File: src/rtl/systolic_array_ctrl.sv
// Sequencer for an N_PE-deep systolic array: cfg load of weights/biases, sample streaming
// with a diagonal accumulate-enable wavefront, flush, and a valid/ready drain of the accumulators.
module systolic_array_ctrl #(
  parameter int N_PE  = 8,
  parameter int DW    = 4,
  parameter int AW    = 8,
  parameter int LEN_W = 8
) (
  input  logic             clk,
  input  logic             rst,
  input  logic             start,
  input  logic             reload_w,
  input  logic [LEN_W-1:0] len,
  output logic             busy,
  output logic             done,
  input  logic [DW-1:0]    cfg_data,
  input  logic             cfg_valid,
  output logic             cfg_ready,
  input  logic [DW-1:0]    s_data,
  input  logic             s_valid,
  output logic             s_ready,
  output logic [AW-1:0]    res_data,
  output logic [2:0]       res_idx,
  output logic             res_valid,
  input  logic             res_ready,
  output logic [DW-1:0]    arr_data_in,
  output logic [DW-1:0]    arr_weight_in,
  output logic [DW-1:0]    arr_bias_in,
  output logic [N_PE-1:0]  pe_weight_en,
  output logic [N_PE-1:0]  pe_bias_en,
  output logic [N_PE-1:0]  pe_acc_en,
  output logic [2:0]       drain_sel,
  input  logic [AW-1:0]    acc_in
);

  typedef enum logic [2:0] {
    S_IDLE,
    S_LOAD_W,
    S_LOAD_B,
    S_COMPUTE,
    S_FLUSH,
    S_DRAIN
  } state_e;

  localparam logic [2:0] LAST_PE    = 3'(N_PE - 1);
  localparam logic [2:0] LAST_FLUSH = 3'(N_PE - 2);

  state_e            state_q, state_d;
  logic [LEN_W-1:0]  len_q, len_d;
  logic [LEN_W-1:0]  smp_q, smp_d;
  logic [2:0]        cnt_q, cnt_d;
  logic [2:0]        idx_q, idx_d;
  logic              done_q, done_d;
  logic [N_PE-1:1]   en_sr_q, en_sr_d;
  logic              en_sr0;

  always_ff @(posedge clk) begin
    if (rst) begin
      state_q <= S_IDLE;
      len_q   <= '0;
      smp_q   <= '0;
      cnt_q   <= '0;
      idx_q   <= '0;
      done_q  <= 1'b0;
      en_sr_q <= '0;
    end else begin
      state_q <= state_d;
      len_q   <= len_d;
      smp_q   <= smp_d;
      cnt_q   <= cnt_d;
      idx_q   <= idx_d;
      done_q  <= done_d;
      en_sr_q <= en_sr_d;
    end
  end

  always_comb begin
    state_d      = state_q;
    len_d        = len_q;
    smp_d        = smp_q;
    cnt_d        = cnt_q;
    idx_d        = idx_q;
    done_d       = 1'b0;
    cfg_ready    = 1'b0;
    s_ready      = 1'b0;
    res_valid    = 1'b0;
    en_sr0       = 1'b0;
    arr_data_in  = '0;
    pe_weight_en = '0;
    pe_bias_en   = '0;

    unique case (state_q)
      S_IDLE: begin
        if (start) begin
          len_d   = len;
          smp_d   = '0;
          cnt_d   = '0;
          idx_d   = '0;
          state_d = reload_w ? S_LOAD_W : S_LOAD_B;
        end
      end

      S_LOAD_W: begin
        cfg_ready = 1'b1;
        if (cfg_valid) begin
          pe_weight_en = N_PE'(1) << cnt_q;
          if (cnt_q == LAST_PE) begin
            cnt_d   = '0;
            state_d = S_LOAD_B;
          end else begin
            cnt_d = cnt_q + 3'd1;
          end
        end
      end

      S_LOAD_B: begin
        cfg_ready = 1'b1;
        if (cfg_valid) begin
          pe_bias_en = N_PE'(1) << cnt_q;
          if (cnt_q == LAST_PE) begin
            cnt_d   = '0;
            smp_d   = '0;
            state_d = (len_q == '0) ? S_DRAIN : S_COMPUTE;
          end else begin
            cnt_d = cnt_q + 3'd1;
          end
        end
      end

      S_COMPUTE: begin
        s_ready = (smp_q != len_q);
        en_sr0  = s_valid & s_ready;
        if (en_sr0) begin
          arr_data_in = s_data;
          smp_d       = smp_q + LEN_W'(1);
          if ((smp_q + LEN_W'(1)) == len_q) begin
            cnt_d   = '0;
            state_d = S_FLUSH;
          end
        end
      end

      // N_PE-1 idle cycles let the last sample's enable reach the final PE.
      S_FLUSH: begin
        if (cnt_q == LAST_FLUSH) begin
          cnt_d   = '0;
          idx_d   = '0;
          state_d = S_DRAIN;
        end else begin
          cnt_d = cnt_q + 3'd1;
        end
      end

      S_DRAIN: begin
        res_valid = 1'b1;
        if (res_ready) begin
          if (idx_q == LAST_PE) begin
            idx_d   = '0;
            done_d  = 1'b1;
            state_d = S_IDLE;
          end else begin
            idx_d = idx_q + 3'd1;
          end
        end
      end

      default: state_d = S_IDLE;
    endcase
  end

  // Bit i of the shift register holds the sample-accept flag from i cycles ago.
  always_comb begin
    en_sr_d = (state_q == S_IDLE) ? '0 : {en_sr_q[N_PE-2:1], en_sr0};
    if ((state_q == S_COMPUTE) || (state_q == S_FLUSH)) begin
      pe_acc_en = {en_sr_q, en_sr0};
    end else begin
      pe_acc_en = '0;
    end
  end

  assign busy          = (state_q != S_IDLE);
  assign done          = done_q;
  assign arr_weight_in = cfg_data;
  assign arr_bias_in   = cfg_data;
  assign drain_sel     = idx_q;
  assign res_idx       = idx_q;
  assign res_data      = acc_in;

endmodule

File: config.mk
export PLATFORM = sky130hd
export DESIGN_NAME = systolic_array_ctrl
export DESIGN_NICKNAME = d
export VERILOG_FILES = /design/src/rtl/systolic_array_ctrl.sv
export SDC_FILE = /design/constraint.sdc
export NUM_CORES = 1
export LEC_CHECK = 0
export CAP_MARGIN = 10
export CORE_ASPECT_RATIO = 1.75
export CORE_MARGIN = 2
export CORE_UTILIZATION = 36
export DETAILED_ROUTE_END_ITERATION = 10
export MAX_ROUTING_LAYER = met4
export PLACE_DENSITY = 0.76
export SLEW_MARGIN = 20
export SYNTH_ARGS = -nofsm -noshare
export SYNTH_HDL_FRONTEND = slang
export SYNTH_SLANG_ARGS = --single-unit
File: constraint.sdc
create_clock -name clk -period 3.1 [get_ports clk]
set_input_delay 0.93 -clock clk [delete_from_list [all_inputs] [get_ports clk]]
set_output_delay 0.93 -clock clk [all_outputs]
set_load 0.005 [all_outputs]
After elaboration in Yosys (flattened, before gate mapping)
Cells that the tools add are included.
Widths: inputs -> output; s select.

word-level totals
  bits in registers = 33
  output and inout port bits = 55
  input bits = 31
  word-level logic and storage cells = 90

operators by class
  bitwise logic cells = 3
  mux-type cells = 40
  add/sub/neg operators = 3
  shifts and indexed selects = 1
  eq/ne operators = 21
  reduce and logical (&&, ||, !) cells = 15

operators with widths
  kind                 count
  $mux 8               8
  $mux 3               20
  $pmux 8 s3           1
  $ne 2x2->1 const B   10
  $pmux 3 s6           1
  $eq 3x3->1 const B   5
  $pmux 3 s4           1
  $reduce_and 10->1    1
  $reduce_and 5->1     2
  $pmux 3 s3           1
  $reduce_bool 3->1    3
  $add 8x1->8 const B  1
  $eq 8x8->1           1
  $logic_not 8->1      1
  $mux 4               2
  $ne 8x8->1           1
  $shl 1x3->8 const A  1
  $add 3x1->3 const B  2
  $eq 3x2->1 const B   2
  $mux 1               5
  $reduce_and 4->1     1
  $reduce_bool 4->1    1
  $reduce_or 2->1      2
  $eq 3x1->1 const B   1
  8 further kinds      9

Logic depth before layout (Yosys ltp)
Gate-level depths: netlist of the first run.

  word-level depth = 5
  depth in mapped cells = 8

Least setup slack after synthesis of the first run
Ideal clock, no wire load.

  path kind = input to output
  start = in s_valid
  end = out arr_data_in[0]
  path buffers = 1
  data arrival time = 1.565 ns
  data required time = 2.170 ns
  cell stages on the path = 4
  path slack = 0.605 ns
  cells stage by stage = nand2_1 a21oi_1 clkbuf_1 and2_1

between the ends
  cells in the longest elaborated chain, start to end = 3

RTL lines
  element          RTL line  RTL
  start, declared  20        input logic s_valid,
  $and 1x1->1      132       en_sr0 = s_valid & s_ready;
  $mux 4           133       if (en_sr0) begin
  $mux 4           92        unique case (state_q)
  end, declared    26        output logic [DW-1:0] arr_data_in,

Every way passes these cells.

Worst setup path after layout of the first run
  start = in cfg_valid
  end = out pe_weight_en[5]

between the ends
  cells in the longest elaborated chain, start to end = 2

RTL lines
  element          RTL line  RTL
  start, declared  17        input logic cfg_valid,
  $mux 8           105       if (cfg_valid) begin
  $mux 8           92
  end, declared    29        output logic [N_PE-1:0] pe_weight_en,

Every way passes these cells.

==> out/qor.csv, run 1 <==
stage,metric,value,unit
pwr,ir_drop,0.226,mV
hold_path,hp-class,register to register,
clock_tree,clkTransAtPathRegs,0.07,ns
yosys,synth_ff_type,dfxtp_1,
floorplanning,core,6180,sq um
clock_tree,clk-insertion-delay-late,0.29,ns
yosys,syn_nets,339,
placed_design,io_buffers,57,
clock_tree,cts.sinks,33,
flow_run,max-cap-violations,0,
global_routing,grt.overflow.total,0,
yosys,synthSimpleGateAreaFrac,0.321,
timing,slew_headroom,0.568,
pwr,total_power,1.70,mW
cells_and_area,fin_area,3030,sq um
placed_design,dp_hpwl,4960,microns
route,via_per_inst,5.06,
pwr,p_sw,0.635,mW
yosys,synth_xor_area_frac,0.0797,
pwr,internal_power,1.07,mW
timing,max_freq,0.330,GHz
yosys,syn_inst,299,
yosys,synth-edff-count,0,
timing,rsz0062_at_grt,true,
route,ant_nets,0,
pwr,combinationalPowerShare,0.433,
placed_design,placed_area,2900,sq um
yosys,synthesis.area,2280,sq um
cells_and_area,final_common_cell,clkdlybuf4s50_1,
cells_and_area,drive_gt1_frac,0.122,
timing,finalMaxSlewViolations,0,
floorplanning,die_y,109,microns
timing,tns,0,ns
hold_path,whs_path_depth,1,
cells_and_area,final_net_count,392,
clock_tree,cts_tree,built,
timing,finalWorstSetupSlack,0.0667,ns
cells_and_area,syn_to_final_growth,33.3,%
cells_and_area,n_antenna_cell,0,
global_routing,grt_busiest_layer,met2,
route,num_vias,2191,
global_routing,grt_pass1_wl,9940,microns
floorplanning,die_x,64.1,microns
status,status,"finished, final reports clean",
cells_and_area,finalNonFillerCells,433,
route,wl_per_cell,14.2,microns
floorplanning,io_pins,86,
yosys,synth_compound_area_frac,0.150,
yosys,synth.area.mux_share,0.00935,
clock_tree,root_buffer,clkbuf_8,
global_routing,grt_util_met3,0.0237,
global_routing,grt_pass1_vias,2197,
critical_path,rrSetupSlack,0.58,ns
timing,timing.final.crit_period,3.03,ns
critical_path,path_max_fanout,4,
cells_and_area,mostFrequentLayoutCells,"46 x clkdlybuf4s50_1, 36 x nand2_1, 33 x dfxtp_1",
critical_path,slowest_stage,clkdlybuf4s50_1,
timing,fin_crit_sh,0.978,
critical_path,critical_path_class,input port to primary output,
timing,hold_violations,0,
global_routing,grt.total_usage,0.188,
pwr,p_leak,1.28,nW
critical_path,path_cells,dlygate4sd2_1 -> nand2_2 -> nor2_2 -> and3_1 -> clkdlybuf4s50_1,
placed_design,post-place-ws,-0.327,ns
clock_tree,clockBufferDepth,2,
critical_path,crit_required,2.17,ns
critical_path,worst_ep_arrival_time,2.10,ns
global_routing,grt_use_met2,0.357,
pwr,power.share.sequential,0.318,
critical_path,max_stage_delay,0.51,ns
yosys,seq_area_frac_synth,0.290,
placed_design,gp_congestion,0.953,
timing,fin_skew,0.00415,ns
floorplanning,std_cell_rows,38,
clock_tree,cts-buffers-inserted,5,
yosys,ys_warn_count,0,
critical_path,r2r.worst_path.cells,8,
route,drc,0,
clock_tree,holdBufCountCts,0,
route,dr.first_iter.drc_count,76,
global_routing,grt.met1_usage,0.172,
pwr,swShare,0.373,
yosys,synth_cell_types,48,
pwr,p_per_area,561,nW/um^2
yosys,synth_area_per_cell,7.61,sq um
yosys,synth_fa_ha_area_frac,0.0495,
critical_path,crit_path_start_kind,input port,
route,drt-total-wl,6160,microns
timing,tightest_slew,0.646,ns
floorplanning,initial_core_util,0.368,
global_routing,grt_max_degree,17,
yosys,ys_ff_latch,33,
global_routing,grt_antenna_before_repair,0,
yosys,synth_top_family_by_area,simple AND/OR/NAND/NOR gates,
route,firstDrtPassIters,4,
cells_and_area,n_fill_cell,645,
clock_tree,htree_levels,2,
critical_path,endpoint_kind,primary output,
pwr,clkPwrFrac,0.249,
yosys,synth-async-reset-ratio,0,
floorplanning,dieArea,7000,sq um
timing,setup_violations,0,
placed_design,dp_cells,424,
## kinds of logic (layout without fill, tap and decap cells)
family                   Yosys count  count (layout)
buffers and inverters             42              96
multiplexers                       2               2
flip-flops                        33              33
AO/OA/AOI/OAI                     55              55
AND/OR/NAND/NOR                  139             139
XOR/XNOR                          19              19
adder cells (fa/ha/maj)            9               9
## registers in the layout, summed over array words and instances (netlist names)
register	flops
len_q	8
smp_q	8
en_sr_q	7
cnt_q	3
drain_sel	3
state_q	3
done	1
## cell type report
type | count | area [sq um] | area share
multi-input cells | 224 | 1410 | 0.464
clock buffers | 7 | 86.3 | 0.0285
clock inverters | 1 | 30.0 | 0.00990
flip-flops and latches | 33 | 661 | 0.218
inverters | 11 | 41.3 | 0.0136
well taps | 80 | 100 | 0.0330
repair buffers | 77 | 707 | 0.233
## metal layers
metal,part of all wire,wire (microns),vias up
met5,0,0,-
met2,0.58,3550,39
li1,-,-,1107
met3,0.023,143,17
met1,0.36,2230,1028
met4,0.038,235,0
## power by group through the flow
| stage | clock (mW) | sequential [mW] | combinational (mW) |
|---|---|---|---|
| 2_1_floorplan | 0 | 0.512 | 0.494 |
| 3_3_place_gp | 0 | 0.547 | 0.717 |
| 3_5_place_dp | 0 | 0.548 | 0.724 |
| 4_1_cts | 0.428 | 0.539 | 0.740 |
| 5_1_grt | 0.451 | 0.550 | 0.819 |
| 6_report | 0.424 | 0.541 | 0.736 |
## worst max-delay path: cells and delay by family
| family | cells | cell delay, ns |
|---|---|---|
| and+or+nand+nor | 3 | 0.42 |
| buffers and inverters | 2 | 0.74 |
## through the flow
stage                util  hold WS (ns)
finish              0.491         0.457
global route        0.491         0.472
CTS                 0.493         0.461
detailed placement  0.469         0.443
global placement    0.469         0.429
floorplan               -         0.421
## Yosys cell counts (2+ instances only)
cell,n,area [sq um]
nand2_1,37,139
dfxtp_1,33,661
nor2_1,29,109
a21oi_1,20,100
and2_1,19,119
buf_4,19,143
o21ai_0,12,60.1
clkbuf_1,11,41.3
inv_1,11,41.3
xnor2_1,10,87.6
ha_1,9,113
nand3_1,9,45.0
nor2b_1,8,50.1
nor3_1,8,40.0
xor2_1,8,70.1
and3_1,7,43.8
nand4b_1,4,35.0
a21o_1,3,22.5
a31oi_1,3,18.8
nand2b_1,3,18.8
o31ai_1,3,22.5
or4_1,3,22.5
a211oi_1,2,15.0
nand3b_1,2,15.0
nor3b_1,2,15.0
or3_1,2,12.5
## path summary, 6_finish.rpt
| path | start | to |
|---|---|---|
| worst min register to register | en_sr_q[4]$_SDFF_PP0_ | en_sr_q[5]$_SDFF_PP0_ |
| worst max-delay path | cfg_valid | pe_weight_en[5] |
| worst min-delay path | en_sr_q[4]$_SDFF_PP0_ | en_sr_q[5]$_SDFF_PP0_ |
| worst max register to register | smp_q[1]$_SDFFE_PP0P_ | cnt_q[1]$_SDFFE_PP0P_ |
## repair_timing
| action | CTS | global route |
|---|---|---|
| endpoints found under the setup margin | 21 | 8 |
| pin swaps | 3 | 0 |
| setup buffers | 1 | 0 |
| gates resized for setup | 18 | 8 |
Note: power is estimated with default switching activity, not from simulation.
==> inputs of run 2 (changes only) <==
--- a/config.mk
+++ b/config.mk
@@ -5,7 +5,6 @@
 export SDC_FILE = /design/constraint.sdc
 export NUM_CORES = 1
 export LEC_CHECK = 0
-export CAP_MARGIN = 10
 export CORE_ASPECT_RATIO = 1.75
 export CORE_MARGIN = 2
 export CORE_UTILIZATION = 36
==> constraint.sdc (replaced) <==
create_clock -name clk -period 3.1 [get_ports clk]
set_input_delay 0.93 -clock clk [delete_from_list [all_inputs] [get_ports clk]]
set_output_delay 0.93 -clock clk [all_outputs]
set_load 0.05 [all_outputs]
==> out/qor.csv, run 2 <==
stage,metric,value,unit,change
global_routing,grt_antenna_before_repair,0,,unchanged
clock_tree,cts.sinks,33,,unchanged
yosys,synth_ff_type,dfxtp_1,,
yosys,synth_commonest_cells,"37 x nand2_1, 33 x dfxtp_1, 29 x nor2_1",,
yosys,syn_nets,339,,unchanged
floorplanning,die_y,109,microns,unchanged
yosys,synth-edff-count,0,,unchanged
yosys,synthesis.area,2280,sq um,unchanged
floorplanning,die_x,64.1,microns,unchanged
status,lastStage,detailed routing,,
yosys,synth-async-reset-ratio,0,,unchanged
floorplanning,io_pins,86,,unchanged
yosys,syn_inst,299,,unchanged
yosys,synth_area_leader_cell,dfxtp_1,,
yosys,synth_top_area_frac,0.290,,unchanged
clock_tree,htree_levels,2,,unchanged
clock_tree,cts-buffers-inserted,5,,unchanged
yosys,ys_warn_count,0,,unchanged
placed_design,gp_congestion,0.970,,+1.8%
clock_tree,root_buffer,clkbuf_8,,
yosys,synth_area_per_cell,7.61,sq um,unchanged
placed_design,dp_hpwl,4890,microns,-1.5%
yosys,synth_cell_types,48,,unchanged
status,status,stopped before the end,,
timing,grt-worst-endpoint,pe_weight_en[0],,
clock_tree,clockBufferDepth,2,,unchanged
timing,worstEndpointType,top-level output,,
global_routing,grt.overflow.total,0,,unchanged
floorplanning,std_cell_rows,38,,unchanged
yosys,synth_area_leaders,"dfxtp_1 29%, buf_4 6.3%, nand2_1 6.1%",,
yosys,seq_area_frac_synth,0.290,,unchanged
placed_design,post-place-ws,-0.0225,ns,+0.304 ns
global_routing,grt.total_usage,0.183,,-0.00466
yosys,synth.most_common_cell,nand2_1,,
status,error,[ERROR DRT-0255] Maze Route cannot find path of net acc_in[3] in worker of routeBox ( 48300 0 ) ( 64105 48300 ).,,
global_routing,grt_max_degree,13,,-4
global_routing,grt_pass1_vias,2182,,-0.68%
floorplanning,initial_core_util,0.368,,unchanged
global_routing,grt_pass1_wl,9890,microns,-0.48%
yosys,ys_ff_latch,33,,unchanged
placed_design,io_buffers,57,,unchanged
[run 2: timing repair]
action                                  CTS  global route
endpoints found under the setup margin    3            16
hold buffers                              0             0
resized for setup                         2             7
setup buffers                             0             1
pin swaps                                 0             1
[run 2: logic make-up after synthesis]
kind of cell | synth area share
xor gates and xnor gates | 0.0797
DFF | 0.290
AOI/OAI and AO/OA | 0.150
adders and majority gates | 0.0495
buffers and inverters | 0.101
muxes | 0.00935
and+or+nand+nor | 0.320
[run 2: metal layers]
layer,track usage
met5,-
met4,0.0927
met3,0.0258
met2,0.361
met1,0.166
[run 2: stage by stage]
stage / area [sq um] / instances / util
5_1_grt: 3290 / 428 / 0.532
4_1_cts: 3260 / 427 / 0.528
3_5_place_dp: 3140 / 419 / 0.507
3_3_place_gp: 3140 / 419 / 0.507
2_1_floorplan: 2280 / 299 / -
==> inputs of run 3 (changes only) <==
--- a/config.mk
+++ b/config.mk
@@ -5,12 +5,10 @@
 export SDC_FILE = /design/constraint.sdc
 export NUM_CORES = 1
 export LEC_CHECK = 0
-export CORE_ASPECT_RATIO = 1.75
 export CORE_MARGIN = 2
-export CORE_UTILIZATION = 36
+export CORE_UTILIZATION = 21
 export DETAILED_ROUTE_END_ITERATION = 10
-export MAX_ROUTING_LAYER = met4
-export PLACE_DENSITY = 0.76
+export PLACE_DENSITY_LB_ADDON = 0.15
 export SLEW_MARGIN = 20
 export SYNTH_ARGS = -nofsm -noshare
 export SYNTH_HDL_FRONTEND = slang
==> out/qor.csv, run 3 (synthesis results as in run 1) <==
stage,metric,value,unit,change
pwr,swShare,0.436,,
route,wl_per_cell,13.1,microns,
floorplanning,dieArea,11700,sq um,
timing,tightest_slew,0.494,ns,
clock_tree,clockBufferDepth,2,,unchanged
pwr,clkPwrFrac,0.191,,
hold_path,hp-start,en_sr_q[1]$_SDFF_PP0_,,
floorplanning,core,10700,sq um,
pwr,p_per_area,515,nW/um^2,
critical_path,slowest_stage,clkdlybuf4s50_1,,
global_routing,grt.overflow.total,0,,unchanged
clock_tree,post_cts_buffers,0,,unchanged
flow_run,max-cap-violations,0,,
critical_path,worst_ep_arrival_time,2.05,ns,
route,ant_nets,0,,
cells_and_area,n_fill_cell,1151,,
cells_and_area,syn_to_final_growth,47.7,%,
clock_tree,cts-buffers-inserted,5,,unchanged
status,status,"finished, final reports clean",,
cells_and_area,fin_area,3360,sq um,
cells_and_area,mostFrequentLayoutCells,"36 x nand2_1, 33 x dfxtp_1, 28 x buf_12",,
critical_path,r2r_start,smp_q[1]$_SDFFE_PP0P_,,
clock_tree,root_buffer,clkbuf_8,,
placed_design,placed_area,3220,sq um,+2.6%
floorplanning,std_cell_rows,38,,unchanged
clock_tree,clk-insertion-delay-late,0.29,ns,
clock_tree,clkTransAtPathRegs,0.07,ns,
global_routing,grt_pass1_wl,10400,microns,+5.4%
floorplanning,die_x,108,microns,+69%
timing,finalMaxSlewViolations,0,,
cells_and_area,reg.largest.list,"len_q (8), smp_q (8), en_sr_q (7)",,
critical_path,crit_required,2.17,ns,
route,num_vias,2147,,
cells_and_area,n_antenna_cell,0,,
route,via_per_inst,4.40,,
timing,timing.final.crit_period,2.98,ns,
critical_path,endpoint_kind,primary output,,
global_routing,grt_antenna_before_repair,0,,unchanged
timing,slew_headroom,0.670,,
global_routing,grt_pass1_vias,2041,,-6.5%
cells_and_area,drive_gt1_frac,0.204,,
hold_path,hp-class,register to register,,
clock_tree,cts_tree,built,,
pwr,internal_power,0.976,mW,
pwr,total_power,1.73,mW,
pwr,ir_drop,0.370,mV,
floorplanning,io_pins,86,,unchanged
pwr,p_sw,0.756,mW,
cells_and_area,final_net_count,387,,
global_routing,grt.total_usage,0.113,,-0.0701
timing,fin_skew,0.00804,ns,
critical_path,path_cells,clkdlybuf4s50_1 -> nand2_1 -> a21oi_2 -> and2_1 -> buf_12,,
route,dr.first_iter.drc_count,86,,
clock_tree,cts.sinks,33,,unchanged
critical_path,crit_start,s_valid,,
timing,tns,0,ns,
cells_and_area,final_common_cell,nand2_1,,
floorplanning,initial_core_util,0.213,,-0.155
pwr,p_leak,1.31,nW,
placed_design,gp_congestion,0.886,,-8.7%
global_routing,grt_max_degree,17,,+4
placed_design,io_buffers,57,,unchanged
critical_path,crit_path_start_kind,input port,,
timing,max_freq,0.335,GHz,
route,drc,0,,
route,drt-total-wl,6380,microns,
floorplanning,die_y,108,microns,-0.98%
critical_path,path_buf_inv,2,,
pwr,combinationalPowerShare,0.502,,
pwr,power.share.sequential,0.307,,
critical_path,max_stage_delay,0.47,ns,
critical_path,crit_family,buffers and inverters,,
placed_design,dp_hpwl,5030,microns,+2.9%
route,firstDrtPassIters,4,,
timing,fin_crit_sh,0.963,,
clock_tree,htree_levels,2,,unchanged
timing,setup_violations,0,,
critical_path,path_max_fanout,6,,
critical_path,critical_path_class,input port to primary output,,
timing,rsz0062_at_grt,false,,
timing,hold_violations,0,,
run 3: worst paths after layout:
kind,to,cells after the start,slack (ns)
setup / recovery,arr_data_in[3],5,0.12
hold / removal,en_sr_q[2]$_SDFF_PP0_,1,0.45
setup reg to reg,cnt_q[1]$_SDFFE_PP0P_,7,0.56
hold reg to reg,en_sr_q[2]$_SDFF_PP0_,1,0.45
run 3: worst register-to-register path, cell delays in order (launching register included):
cell and delay [ns]:
dfxtp_1 0.45, ha_1 0.41, xor3_1 0.28, or3_1 0.31, a21oi_1 0.22, o221ai_1 0.21, or4_1 0.50, o31ai_1 0.07
run 3: layout make-up:
type	instances	area, sq um	share of cell area
clock inverter	3	17.5	0.00521
multi-input combinational	224	1440	0.428
inverter	11	41.3	0.0123
sequential	33	661	0.197
timing repair buffer	72	958	0.285
tap	140	175	0.0521
clock buffer	5	68.8	0.0205
run 3: metrics by stage:
step	setup slack, ns	utilization	std cells	hold WS [ns]
2_1_floorplan	0.185	-	299	0.421
3_3_place_gp	-0.0301	0.301	480	0.427
3_5_place_dp	-0.0618	0.301	480	0.435
4_1_cts	-0.00837	0.310	488	0.455
5_1_grt	0.0211	0.314	488	0.484
6_report	0.115	0.314	488	0.447
run 3: what timing repair did:
item                                    4_1_cts  5_1_grt
gates resized for setup                       3       13
pin swaps                                     0        2
hold endpoints to repair                      0        0
hold buffers                                  0        0
endpoints found under the setup margin       11       16
run 3: layer usage:
metal  routed length [microns]  track usage  vias up
li1                          -            -     1106
met1                      3040        0.151      990
met2                      3020        0.183       47
met3                       254       0.0277        4
met4                        59       0.0284        0
met5                         0            0        -
run 3: power groups by stage:
stage,registers [mW],clock network (mW),logic (mW)
CTS,0.533,0.343,0.856
global placement,0.542,0,0.849
detailed placement,0.542,0,0.846
floorplan,0.514,0,0.615
global route,0.540,0.365,0.959
finish,0.532,0.330,0.869
